## config.mk

```make
export PLATFORM = sky130hd
export DESIGN_NAME = uart_receiver
export DESIGN_NICKNAME = d
export VERILOG_FILES = /design/src/rtl/uart_receiver.sv
export SDC_FILE = /design/constraint.sdc
export NUM_CORES = 1
export LEC_CHECK = 0
export BUFFER_PORTS_ARGS = -buffer_cell sky130_fd_sc_hd__buf_2
export CORE_UTILIZATION = 36
export DETAILED_ROUTE_END_ITERATION = 16
export PLACE_DENSITY = 0.61
export SETUP_SLACK_MARGIN = 0.3
export SLEW_MARGIN = 20
export SYNTH_ARGS = -nofsm -noshare
export SYNTH_HDL_FRONTEND = slang
export SYNTH_SLANG_ARGS = --single-unit
```

## constraint.sdc

```tcl
create_clock -name clk -period 2.5 [get_ports clk]
set_input_delay 0.5 -clock clk [delete_from_list [all_inputs] [get_ports clk]]
set_output_delay 0.5 -clock clk [all_outputs]
set_load 0.01 [all_outputs]
```

## src/rtl/uart_receiver.sv

```systemverilog
// -----------------------------------------------------------------------------
// uart_receiver
//   Receive side of the 8N1 UART link. The asynchronous serial line is brought
//   into the clk domain through a two-flop synchroniser. The start bit is
//   validated at its midpoint. Eight data bits (LSB first) and the stop bit are
//   then sampled at their bit centres. A good frame updates data with a
//   one-cycle done pulse. A stop bit sampled low gives a one-cycle frame_error
//   pulse instead.
//
// Parameters
//   baud_rate        serial bit rate in bits/s
//   clock_frequency  clk frequency in Hz
//   (clk_per_bit = clock_frequency / baud_rate must be >= 4 and < 65536)
//
// Ports
//   clk          in   system clock, rising edge
//   rst_n        in   asynchronous active-low reset
//   rx           in   serial line, idles high, asynchronous to clk
//   data[7:0]    out  last correctly framed byte
//   done         out  one-cycle pulse, data has just been updated
//   frame_error  out  one-cycle pulse, stop bit was sampled low
//   busy         out  high whenever the receiver is not idle
// -----------------------------------------------------------------------------
module uart_receiver #(
  parameter int baud_rate       = 115200,
  parameter int clock_frequency = 100000000
) (
  input  logic       clk,
  input  logic       rst_n,
  input  logic       rx,
  output logic [7:0] data,
  output logic       done,
  output logic       frame_error,
  output logic       busy
);

  localparam int          clk_per_bit = clock_frequency / baud_rate;
  localparam logic [15:0] BIT_LAST    = 16'(clk_per_bit - 1);
  localparam logic [15:0] HALF_LAST   = 16'(clk_per_bit / 2 - 1);

  typedef enum logic [1:0] {
    S_IDLE  = 2'd0,
    S_START = 2'd1,
    S_DATA  = 2'd2,
    S_STOP  = 2'd3
  } state_t;

  state_t      r_state;
  state_t      w_state_next;

  logic        r_rx_meta;
  logic        r_rx_s;
  logic [15:0] r_t_clk;
  logic [2:0]  r_bit_idx;
  logic [7:0]  r_shift;
  logic [7:0]  r_data;
  logic        r_done;
  logic        r_frame_error;
  logic        r_armed;

  logic        w_timer_hit;
  logic        w_busy;
  logic        w_shift_en;
  logic        w_done_set;
  logic        w_ferr_set;

  // Synchroniser. It resets to the idle level so that reset release does not
  // look like a start edge.
  always_ff @(posedge clk or negedge rst_n) begin
    if (!rst_n) begin
      r_rx_meta <= 1'b1;
      r_rx_s    <= 1'b1;
    end else begin
      r_rx_meta <= rx;
      r_rx_s    <= r_rx_meta;
    end
  end

  // The START state waits only half a bit, so its sample lands at the centre
  // of the start bit. All later states wait whole bits from that point.
  assign w_timer_hit = (r_state == S_START) ? (r_t_clk == HALF_LAST)
                                            : (r_t_clk == BIT_LAST);

  // FSM: state register
  always_ff @(posedge clk or negedge rst_n) begin
    if (!rst_n) begin
      r_state <= S_IDLE;
    end else begin
      r_state <= w_state_next;
    end
  end

  // FSM: next-state logic
  always_comb begin
    w_state_next = r_state;
    case (r_state)
      S_IDLE: begin
        if (r_armed && !r_rx_s) w_state_next = S_START;
      end
      S_START: begin
        if (w_timer_hit) w_state_next = r_rx_s ? S_IDLE : S_DATA;
      end
      S_DATA: begin
        if (w_timer_hit && (r_bit_idx == 3'd7)) w_state_next = S_STOP;
      end
      S_STOP: begin
        // Leave at the stop-bit centre so a following start bit is not missed.
        if (w_timer_hit) w_state_next = S_IDLE;
      end
      default: w_state_next = S_IDLE;
    endcase
  end

  // FSM: output logic
  always_comb begin
    w_busy     = (r_state != S_IDLE);
    w_shift_en = (r_state == S_DATA) && w_timer_hit;
    w_done_set = (r_state == S_STOP) && w_timer_hit && r_rx_s;
    w_ferr_set = (r_state == S_STOP) && w_timer_hit && !r_rx_s;
  end

  // Bit timer. It restarts on every state change and at each bit boundary,
  // and it is held at zero while idle.
  always_ff @(posedge clk or negedge rst_n) begin
    if (!rst_n) begin
      r_t_clk <= 16'd0;
    end else if ((r_state == S_IDLE) || (w_state_next != r_state) || w_timer_hit) begin
      r_t_clk <= 16'd0;
    end else begin
      r_t_clk <= r_t_clk + 16'd1;
    end
  end

  // Data path. Each sample enters at bit 7 and moves right, so the first bit
  // received ends up in bit 0.
  always_ff @(posedge clk or negedge rst_n) begin
    if (!rst_n) begin
      r_bit_idx     <= 3'd0;
      r_shift       <= 8'h00;
      r_data        <= 8'h00;
      r_done        <= 1'b0;
      r_frame_error <= 1'b0;
      r_armed       <= 1'b0;
    end else begin
      if (r_state == S_IDLE) begin
        r_bit_idx <= 3'd0;
      end else if (w_shift_en) begin
        r_bit_idx <= r_bit_idx + 3'd1;
      end

      if (w_shift_en) begin
        r_shift <= {r_rx_s, r_shift[7:1]};
      end

      if (w_done_set) begin
        r_data <= r_shift;
      end

      r_done        <= w_done_set;
      r_frame_error <= w_ferr_set;

      // A frame error disarms the receiver. A held-low line (break) therefore
      // reports once and is not re-detected until the line has been high again.
      if (w_ferr_set) begin
        r_armed <= 1'b0;
      end else if (r_rx_s) begin
        r_armed <= 1'b1;
      end
    end
  end

  assign data        = r_data;
  assign done        = r_done;
  assign frame_error = r_frame_error;
  assign busy        = w_busy;

endmodule

```

== After elaboration in Yosys (flattened, before gate mapping) ==
Cells that the tools add are included.
Storage, ports and cells
  register bits: 42
  output and inout bits: 11
  logic and storage cells: 44
Cells by class
  multiplexer cells: 12
  add/subtract/negate cells: 2
  equal/unequal tests: 7
  reductions and logical operators: 13
Operators with widths (number)
  adder 16 x 1 -> 16 bit, second input constant: 1
  equality test 16 x 10 -> 1 bit, second input constant: 1
  equality test 16 x 9 -> 1 bit, second input constant: 1
  two-way mux 16 bit: 1
  two-way mux 2 bit: 5
  case mux 2 bit (4 select lines): 1
  logical AND 1 bit: 6
  two-way mux 3 bit: 2
  nonzero test 2 bit: 3
  equality test 2 bit, second input constant: 2
  adder 3 x 1 -> 3 bit, second input constant: 1
  equality test 3 bit, second input constant: 1
  two-way mux 1 bit: 3
  equality test 2 x 1 -> 1 bit, second input constant: 1
  zero test 2 bit: 1
  logical OR 1 bit: 2
  inequality test 2 bit: 1
  zero test 1 bit: 1

== Longest topological paths before layout ==
  depth after elaboration: 9
  gate-level depth with buffers: 6

== Worst setup path after synthesis ==
Ideal clock, no wire load.
  kind: flip-flop to output port
  start: register r_state[1]
  end: output port busy
  slack: 652 ps
  cell stages (with the launch flop): 5
  data arrival time: 1348 ps
  cells stage by stage: dfrtp_1 > clkbuf_1 > nor2_1 > clkbuf_1 > inv_1
Between the ends
  word-level cells in the longest chain between the ends: 1
RTL lines
  start, declared: line 48  | state_t r_state;
  start signal, assigned: line 89  | r_state <= w_state_next;
  nonzero test 2 bit: line 116  | w_busy = (r_state != S_IDLE);
  end, declared: line 34  | output logic busy
Every way passes these cells.

== Worst setup path after layout ==
  start: register r_state[0]
  end: register r_bit_idx[2]
Between the ends
  word-level cells in the longest chain between the ends: 4
  elaborated cells between the ends (all ways): 7
RTL lines
  equality test 2 x 1 -> 1 bit: line 81  | assign w_timer_hit = (r_state == S_START) ? (r_t_clk == HALF_LAST)
  two-way mux 1 bit: line 81
  logical AND 1 bit: line 117  | w_shift_en = (r_state == S_DATA) && w_timer_hit;
  nonzero test 2 bit (no line)
  end signal, assigned: line 148  | r_bit_idx <= r_bit_idx + 3'd1;
  end, declared: line 54  | logic [2:0] r_bit_idx;
Parallel ways exist; a longest one is shown, timed or not.
A chain may end at the register's enable or synchronous reset.

==> impl_metrics.env <==
export IMPL_top_layer_used="met4"
export IMPL_crit_path_start_kind="flip-flop"
export IMPL_clock_root_buffer="clkbuf_8"
export IMPL_p_clk_share_pct=29.6
export IMPL_max_freq_mhz=515
export IMPL_power_leakage_uw=0.00100
export IMPL_grt_start_max_net_pins=21
export IMPL_stdcell_count=254
export IMPL_critical_path_cell_chain="nor2b_1 > nor4b_4 > o21a_1 > buf_4 > o211ai_1"
export IMPL_hold_viol=0
export IMPL_critPathMaxFanout=18
export IMPL_ys_seq_area_share_pct=53.0
export IMPL_die_y_um=76.3
export IMPL_maxSlewHeadroom_pct=68.4
export IMPL_status="finished clean"
export IMPL_synthFlopType="dfrtp_1"
export IMPL_setup_viol=0
export IMPL_drive_gt1_share_pct=29.3
export IMPL_fin_skew_ns=0.00647
export IMPL_core_um2=5200
export IMPL_grt_pass1_vias=1325
export IMPL_ctsHtreeMaxLevel=2
export IMPL_holdWs_ns=0.0600
export IMPL_synthArstFlopShare_pct=100
export IMPL_path_clk_slew_ns=0.08
export IMPL_io_buffers=13
export IMPL_dr_wl_met3_um=97
export IMPL_die_area_um2=5830
export IMPL_maxSlewViolCount=0
export IMPL_path_class="flip-flop to flip-flop"
export IMPL_io_pins=14
export IMPL_end_kind="flip-flop"
export IMPL_antenna_found_initial=0
export IMPL_dpl_cell_count=246
export IMPL_start_util_pct=38.2
export IMPL_drc_errors=0
export IMPL_fin_crit_sh_pct=77.6
export IMPL_avgSynthCellArea_um2=11.8
export IMPL_p_sw_uw=401
export IMPL_antenna_left=0
export IMPL_synth_warnings=0
export IMPL_synth_edff_count=0
export IMPL_fin_nets=189
export IMPL_drv_max_cap_violation_count=0
export IMPL_cp_arrival_ns=2.11
export IMPL_register_area_um2=1050
export IMPL_clockBufferDepth=2
export IMPL_grt_pass1_wl_um=6350
export IMPL_grt_overflow=0
export IMPL_p_int_uw=1020
export IMPL_rows=26
export IMPL_critPathRequiredTime_ns=2.67
export IMPL_fin_setup_tns_ns=0
export IMPL_track_usage_pct=14.1
export IMPL_final_common_cell="dfrtp_1"
export IMPL_cts_tree="done"
export IMPL_hold_class="input port to asynchronous set/reset pin"
export IMPL_max_stage_delay_ns=0.59
export IMPL_power_density_nw_per_um2=638
export IMPL_diodes=0
export IMPL_cts_sinks=42
export IMPL_drt_iter0_markers=41
export IMPL_netSwitchingFraction_pct=28.2
export IMPL_vias=1304
export IMPL_met2RoutedLength_um=1600
export IMPL_firstDrtPassIters=4
export IMPL_p_seq_share_pct=57.7
export IMPL_hpwl_um=2530
export IMPL_synthesis_nets=174
export IMPL_fin_crit_ns=1.94
export IMPL_syn_inst=168
export IMPL_multi_input_area_um2=897
export IMPL_die_w_um=76.3
export IMPL_combPwrFrac_pct=12.7
export IMPL_routed_wl_um=3630
export IMPL_syn_area_um2=1990
export IMPL_cts_made_buffers=5
export IMPL_post_cts_buffers=0
export IMPL_clkLatencyLatePin_ns=0.29
export IMPL_synth_cell_types=43
export IMPL_slowest_stage="dfrtp_1"
export IMPL_drt_met1_wl_um=1840
export IMPL_ir_drop_uv=469
export IMPL_final_cell_mix="40 x dfrtp_1, 16 x mux2_2, 13 x nor3_1, 13 x buf_2, 11 x nand2_1"
export IMPL_place_gp_congestion=0.765
export IMPL_rsz0062_at_grt="false"
export IMPL_wire_per_inst_um=14.3
export IMPL_via_per_inst=5.13
export IMPL_area_delta_synth_final_pct=11.9
export IMPL_ys_seq_elements=42
export IMPL_worstMarginPinSlew_ns=0.472
export IMPL_nFillCells=503
-- final timing paths --
path	to	cells after the start	slack, ns	start
setup reg to reg	r_bit_idx[2]$_DFFE_PN0P_	5	0.56	r_state[0]$_DFF_PN0_
setup / recovery	r_bit_idx[2]$_DFFE_PN0P_	5	0.56	r_state[0]$_DFF_PN0_
max in group asynchronous	r_rx_s$_DFF_PN1_	2	1.86	rst_n
hold / removal	r_bit_idx[0]$_DFFE_PN0P_	1	0.06	rst_n
hold reg to reg	r_rx_s$_DFF_PN1_	0	0.36	r_rx_meta$_DFF_PN1_
min in group clk	r_rx_meta$_DFF_PN1_	1	0.30	rx
-- worst max-delay path, delay by kind of cell (launching register included) --
kind            cells  cell delay, ns
simple gates        2            0.63
flops               1            0.59
compound gates      2            0.34
buf+inv             1            0.26
-- cell families (layout without fill, tap and decap cells) --
logic type	count (synthesis)	after routing	share of synthesized area, %
DFF	42	42	53.0
xor gates and xnor gates	11	11	4.84
and+or+nand+nor	65	65	21.4
AOI/OAI and AO/OA	20	20	7.48
adders and majority gates	3	3	1.89
buffers and inverters	11	27	2.39
muxes	16	16	9.06
-- routing by layer --
layer | vias to the layer above | global-route usage (%)
met5 | - | 0
met4 | 0 | 6.73
met3 | 9 | 3.95
met2 | 17 | 20.7
met1 | 634 | 19.0
li1 | 644 | -
-- power groups by stage --
stage	registers, uW	clock network [uW]	logic (uW)
final	821	421	181
after global routing	830	469	207
after global placement	826	0	181
after floorplan	805	0	146
after detailed placement	829	0	180
after CTS	816	442	183
-- sequential cells by signal, summed over array words and instances, names as in the netlist --
signal and cells:
r_t_clk 16, data 8, r_shift 8, r_bit_idx 3
r_state 2, done 1, frame_error 1, r_armed 1
r_rx_meta 1, r_rx_s 1
-- final cells by class --
type / instances / share of cell area [%]
clock buffer: 6 / 3.26
clock inverter: 2 / 0.618
multi-input combinational: 115 / 40.3
tap: 70 / 3.93
timing repair buffer: 17 / 4.27
inverter: 2 / 0.337
sequential: 42 / 47.3
-- metrics by stage --
step	total power (uW)	util [%]	cell area [um^2]	setup WS, ns
floorplan	952	-	1990	0.652
global placement	1010	41.0	2130	0.484
detailed placement	1010	41.0	2130	0.476
CTS	1440	42.6	2220	0.456
global route	1510	42.8	2230	0.458
finish	1420	42.8	2230	0.559
-- cells in the mapped netlist, types with 3 or more instances --
| cell | instances | area, um^2 |
|---|---|---|
| o21ai_0 | 3 | 15.0 |
| xor2_1 | 9 | 78.8 |
| nand4_1 | 4 | 25.0 |
| ha_1 | 3 | 37.5 |
| nand2_1 | 11 | 41.3 |
| dfrtp_1 | 40 | 1000 |
| nand3_1 | 7 | 35.0 |
| o211ai_1 | 4 | 30.0 |
| mux2_2 | 16 | 180 |
| clkbuf_1 | 6 | 22.5 |
| o2111ai_1 | 4 | 35.0 |
| nor2_1 | 5 | 18.8 |
| nor3_1 | 13 | 65.1 |
-- timing repair --
item,4_1_cts,5_1_grt
hold endpoints to repair,0,0
gates resized for setup,0,1
hold buffers,0,0
setup endpoints to repair,0,1
Power figures use the tool's default switching activity.
